### src/rtl/periph_out_uart_streamer.sv
// Streams changes of the hart's output peripheral bytes as UART frames {SYNC_BYTE, index, value}.
// Optional even-parity bit per byte when PERIPH_STREAM_PARITY_EN is defined.
module periph_out_uart_streamer #(
    parameter int         OUTPUT_PERIPH_LEN = 'h20,
    parameter int         CLKS_PER_BIT      = 434,
    parameter logic [7:0] SYNC_BYTE         = 8'hA5
) (
    input  logic        clock,
    input  logic        reset,
    input  logic [7:0]  output_peripherals_mem [OUTPUT_PERIPH_LEN],
    output logic        tx,
    output logic        busy,
    output logic [15:0] frames_sent
);
    localparam int IDX_W = (OUTPUT_PERIPH_LEN > 1) ? $clog2(OUTPUT_PERIPH_LEN) : 1;
    localparam int CNT_W = $clog2(CLKS_PER_BIT);

    typedef enum logic [2:0] {SCAN, START, DATA, PARITY, STOP} state_t;

    state_t             state, state_nxt;
    logic [IDX_W-1:0]   idx, idx_next;
    logic [7:0]         shadow [OUTPUT_PERIPH_LEN];
    logic [CNT_W-1:0]   clk_cnt;
    logic [2:0]         bit_cnt;
    logic [1:0]         byte_sel;
    logic [7:0]         frame_idx, frame_val, cur_byte;
    logic               clk_last, changed;

    assign changed  = output_peripherals_mem[idx] != shadow[idx];
    assign idx_next = (idx == IDX_W'(OUTPUT_PERIPH_LEN - 1)) ? '0 : idx + 1'b1;
    assign clk_last = clk_cnt == CNT_W'(CLKS_PER_BIT - 1);

    always_comb begin
        case (byte_sel)
            2'd0:    cur_byte = SYNC_BYTE;
            2'd1:    cur_byte = frame_idx;
            default: cur_byte = frame_val;
        endcase
    end

    always_ff @(posedge clock) begin
        if (!reset) state <= SCAN;
        else        state <= state_nxt;
    end

    always_comb begin
        state_nxt = state;
        case (state)
            SCAN:  if (changed) state_nxt = START;
            START: if (clk_last) state_nxt = DATA;
            DATA:
                if (clk_last && bit_cnt == 3'd7)
`ifdef PERIPH_STREAM_PARITY_EN
                    state_nxt = PARITY;
`else
                    state_nxt = STOP;
`endif
`ifdef PERIPH_STREAM_PARITY_EN
            PARITY: if (clk_last) state_nxt = STOP;
`endif
            STOP:  if (clk_last) state_nxt = (byte_sel == 2'd2) ? SCAN : START;
            default: state_nxt = SCAN;
        endcase
    end

    always_comb begin
        tx   = 1'b1;
        busy = state != SCAN;
        case (state)
            START: tx = 1'b0;
            DATA:  tx = cur_byte[bit_cnt];
`ifdef PERIPH_STREAM_PARITY_EN
            PARITY: tx = ^cur_byte;
`endif
            default: tx = 1'b1;
        endcase
    end

    // Scan pointer is held during a frame and steps past the sent byte once it completes.
    always_ff @(posedge clock) begin
        if (!reset) begin
            idx         <= '0;
            clk_cnt     <= '0;
            bit_cnt     <= '0;
            byte_sel    <= '0;
            frames_sent <= '0;
            for (int i = 0; i < OUTPUT_PERIPH_LEN; i++) shadow[i] <= '0;
        end else begin
            case (state)
                SCAN: begin
                    clk_cnt <= '0;
                    bit_cnt <= '0;
                    if (changed) begin
                        frame_idx   <= 8'(idx);
                        frame_val   <= output_peripherals_mem[idx];
                        shadow[idx] <= output_peripherals_mem[idx];
                        byte_sel    <= '0;
                    end else begin
                        idx <= idx_next;
                    end
                end
                default: begin
                    clk_cnt <= clk_last ? '0 : clk_cnt + 1'b1;
                    if (state == DATA && clk_last) bit_cnt <= bit_cnt + 1'b1;
                    if (state == STOP && clk_last) begin
                        if (byte_sel == 2'd2) begin
                            frames_sent <= frames_sent + 1'b1;
                            idx         <= idx_next;
                        end else begin
                            byte_sel <= byte_sel + 1'b1;
                        end
                    end
                end
            endcase
        end
    end
endmodule

### config.mk
export PLATFORM = sky130hd
export DESIGN_NAME = periph_out_uart_streamer
export DESIGN_NICKNAME = d
export VERILOG_FILES = /design/src/rtl/periph_out_uart_streamer.sv
export SDC_FILE = /design/constraint.sdc
export NUM_CORES = 1
export LEC_CHECK = 0
export CAP_MARGIN = 20
export CORE_MARGIN = 2
export CORE_UTILIZATION = 39
export CTS_CLUSTER_DIAMETER = 150
export DETAILED_ROUTE_END_ITERATION = 8
export SKIP_CTS_REPAIR_TIMING = 1
export SLEW_MARGIN = 20
export SYNTH_ARGS = -nofsm -noshare
export SYNTH_HDL_FRONTEND = slang
export SYNTH_SLANG_ARGS = --single-unit
### constraint.sdc
create_clock -name clock -period 5.1 [get_ports clock]
set_clock_uncertainty 0.2 [all_clocks]
set_input_delay 0.765 -clock clock [delete_from_list [all_inputs] [get_ports clock]]
set_output_delay 0.765 -clock clock [all_outputs]
set_load 0.05 [all_outputs]
==> run_results.csv <==
group,metric,value,unit
status,status,"finished, final reports clean",
final_layout,syn_to_final_growth,32.8,%
placement,io_buffers,275,
global_route,grtUsageMet1,35.5,%
logic_synthesis,synthCells,1250,
sta,whs,0.276,ns
drt,routed_wl,56500,um
logic_synthesis,synth-edff-count,269,
sta,tightest_slew,0.916,ns
logic_synthesis,synth-main-ff-cell,"edfxtp_1",
clocking,clk_pin_slew,0.06,ns
drt,avgRoutedWirePerCell,26.0,um
pwr,peakVddDrop,0.000255,V
worst_setup_path,crit_arrival,4.50,ns
worst_setup_path,end_kind,"register",
logic_synthesis,yosysWarnings,0,
clocking,cts.sinks,312,
pwr,total_leakage_power,7.00,nW
logic_synthesis,ys_types,68,
global_route,grt_pass1_vias,12400,
worst_setup_path,critical_path_required,5.17,ns
placement,place_congestion,0.906,
floorplan,die_w,206,um
worst_hold_path,hp-start,"clk_cnt[0]$_SDFF_PP0_",
global_route,track_usage,27.0,%
pwr,switching_share,21.3,%
drt,drt-initial-drc-count,1271,
pwr,power_density,279,nW/um2
drt,ant_nets,0,
sta,final_max_slew_viol_count,0,
placement,placed_cells_incl_taps,2113,
logic_synthesis,synth_top_cell_area_share,50.6,%
global_route,grtUsageMet3,3.28,%
clocking,htreeDepth,2,
sta,relSlewSlack,38.5,%
clocking,cts_root_buf,"clkbuf_16",
final_layout,post-route-util,52.1,%
sta,setup_tns,0,ns
logic_synthesis,yosysMostFrequentCell,"nor2_1",
clocking,clkLatencyLatePin,0.53,ns
global_route,grtUsageMet2,47.1,%
floorplan,core_area,40600,um2
clocking,numCtsBuffers,35,
sta,setup_ws,0.667,ns
sta,grt_setup_unrepaired,"no",
worst_setup_path,cp-startpoint,"idx[0]$_SDFFE_PN0N_",
global_route,grt_max_degree,69,
floorplan,ioPinCount,276,
logic_synthesis,netlist_area,16000,um2
drt,routed_via_density,5.73,
floorplan,die_h,206,um
global_route,grt-busiest-layer,"met2",
logic_synthesis,async_flop_share,0,%
sta,setup_violations,0,
logic_synthesis,post-synth-top-area-cell,"edfxtp_1",
logic_synthesis,ys_seq_area_share,56.0,%
clocking,cts_tree,"built",
pwr,power_frac_comb,8.5,%
floorplan,initial_core_util,39.3,%
pwr,power_frac_seq,49.1,%
final_layout,drive_gt1_share,19.8,%
final_layout,layout.cells.non_filler,2177,
worst_setup_path,reg2reg_from,"idx[0]$_SDFFE_PN0N_",
worst_setup_path,start_kind,"register",
sta,max_freq,226,MHz
drt,drcViolationCount,0,
drt,via_count,12500,
sta,hold_viol_final,0,
sta,period_needed,4.43,ns
drt,dr.pass1.iters,5,
placement,place_hpwl,44500,um
logic_synthesis,synth_common_cells,"nor2_1 (285), edfxtp_1 (269), mux4_2 (108), nand2_1 (108), mux2i_1 (67)",
worst_setup_path,crit_type,"reg -> reg",
clocking,cts.path.max_buffers,3,
placement,pre_cts_ws,0.416,ns
logic_synthesis,avgSynthCellArea,12.8,um2
worst_setup_path,worst-path-max-fanout,26,
floorplan,die_area,42600,um2
run,maxCapViolations,0,
logic_synthesis,ys_ff_latch,312,
pwr,internal_power,4.65,mW
pwr,p_clk_share,42.5,%
global_route,grt_pass1_wl,82300,um
logic_synthesis,synthTopCellsByArea,"edfxtp_1 (51%), mux4_2 (15%), nor2_1 (6.7%), dfxtp_1 (5.4%), mux2i_1 (4.2%)",
global_route,antenna_found_initial,2,
final_layout,nets,1889,
worst_hold_path,hold_path.class,"reg -> reg",
floorplan,rows,74,
final_layout,n_fill_cell,3480,
pwr,p_sw,1.26,mW
sta,period_share,86.9,%
global_route,gr-total-overflow,0,
logic_synthesis,synth_nets,1521,
==> worst max-delay path, cell delays in order, from the launching register on <==
cell	delay, ns
dfxtp_4	0.52
buf_4	0.40
mux4_2	0.57
nand2_1	0.19
nand4_1	0.13
or2_1	0.29
or3_4	0.43
a2111oi_4	0.44
a31oi_4	0.24
nand2_4	0.34
o21ai_0	0.18
buf_4	0.25
==> worst paths after layout <==
check / to / slack [ns] / cells past startpoint
max: shadow[13][3]$_SDFFCE_PN0P_ / 0.67 / 11
min: clk_cnt[0]$_SDFF_PP0_ / 0.28 / 1
max reg2reg: shadow[13][3]$_SDFFCE_PN0P_ / 0.67 / 11
min reg2reg: clk_cnt[0]$_SDFF_PP0_ / 0.28 / 1
==> area by class of cell <==
| class | instances | area, um2 | area share [%] |
|---|---|---|---|
| flip-flops and latches | 312 | 8950 | 42.2 |
| multi-input cells | 842 | 6560 | 30.9 |
| well taps | 532 | 666 | 3.14 |
| repair buffers | 415 | 3850 | 18.2 |
| clock inverters | 14 | 141 | 0.667 |
| diodes | 2 | 5.00 | 0.0236 |
| inverters | 12 | 45.0 | 0.213 |
| clock buffers | 48 | 977 | 4.61 |
==> power groups by stage <==
stage	logic, mW	clock network, mW	registers, mW
6_report	0.500	2.51	2.90
3_3_place_gp	0.493	0	2.95
4_1_cts	0.500	2.53	2.90
3_5_place_dp	0.499	0	2.96
5_1_grt	0.523	2.64	2.91
2_1_floorplan	0.176	0	2.94
==> placed cells by master (no fill, tap or decap), drive strengths merged, types with 3 or more instances in the layout <==
master,instances
ha,13
buf,141
or2,11
a211oi,3
dfxtp,43
nor2b,10
and3b,3
nand3b,3
a21oi,11
o31ai,3
edfxtp,269
clkinv,11
clkdlybuf4s50,274
a22oi,20
inv,11
nand3,15
a21boi,5
xor2,6
nand2,112
mux4,108
nand4,24
mux2,3
clkbuf,48
a31oi,3
nand2b,3
nor2,285
nor3b,8
or3,9
bufinv,3
and2,13
xnor2,15
a221oi,6
mux2i,67
nor3,3
and3,7
o21ai,49
==> per-layer routing <==
| layer | wire [um] | up-vias | share of wire, % |
|---|---|---|---|
| met4 | 1540 | 0 | 2.7 |
| met3 | 4310 | 78 | 7.6 |
| li1 | - | 5417 | - |
| met1 | 22100 | 6231 | 39 |
| met5 | 0 | - | 0 |
| met2 | 28600 | 739 | 51 |
==> kinds of logic after synthesis <==
logic type	count (synthesis)	synth area share, %
simple gates	512	14.2
flops	312	56.0
mux	178	19.7
compound gates	118	5.03
buf+inv	96	2.96
xor+xnor	21	1.15
fa+ha+maj	13	1.02
==> registers in the layout, indices dropped and copies added, names as in the netlist, named ones only <==
signal / flops
shadow: 256
frames_sent: 16
clk_cnt: 9
frame_val: 8
frame_idx: 5
idx: 5
bit_cnt: 3
state: 3
byte_sel: 2
==> through the flow <==
| stage | instance area [um2] | power (mW) |
|---|---|---|
| floorplan | 16000 | 3.11 |
| global placement | 20100 | 3.45 |
| CTS | 21200 | 5.94 |
| detailed placement | 20100 | 3.46 |
| global route | 21200 | 6.07 |
| finish | 21200 | 5.92 |
No activity file was read; power rests on OpenSTA's default activity.
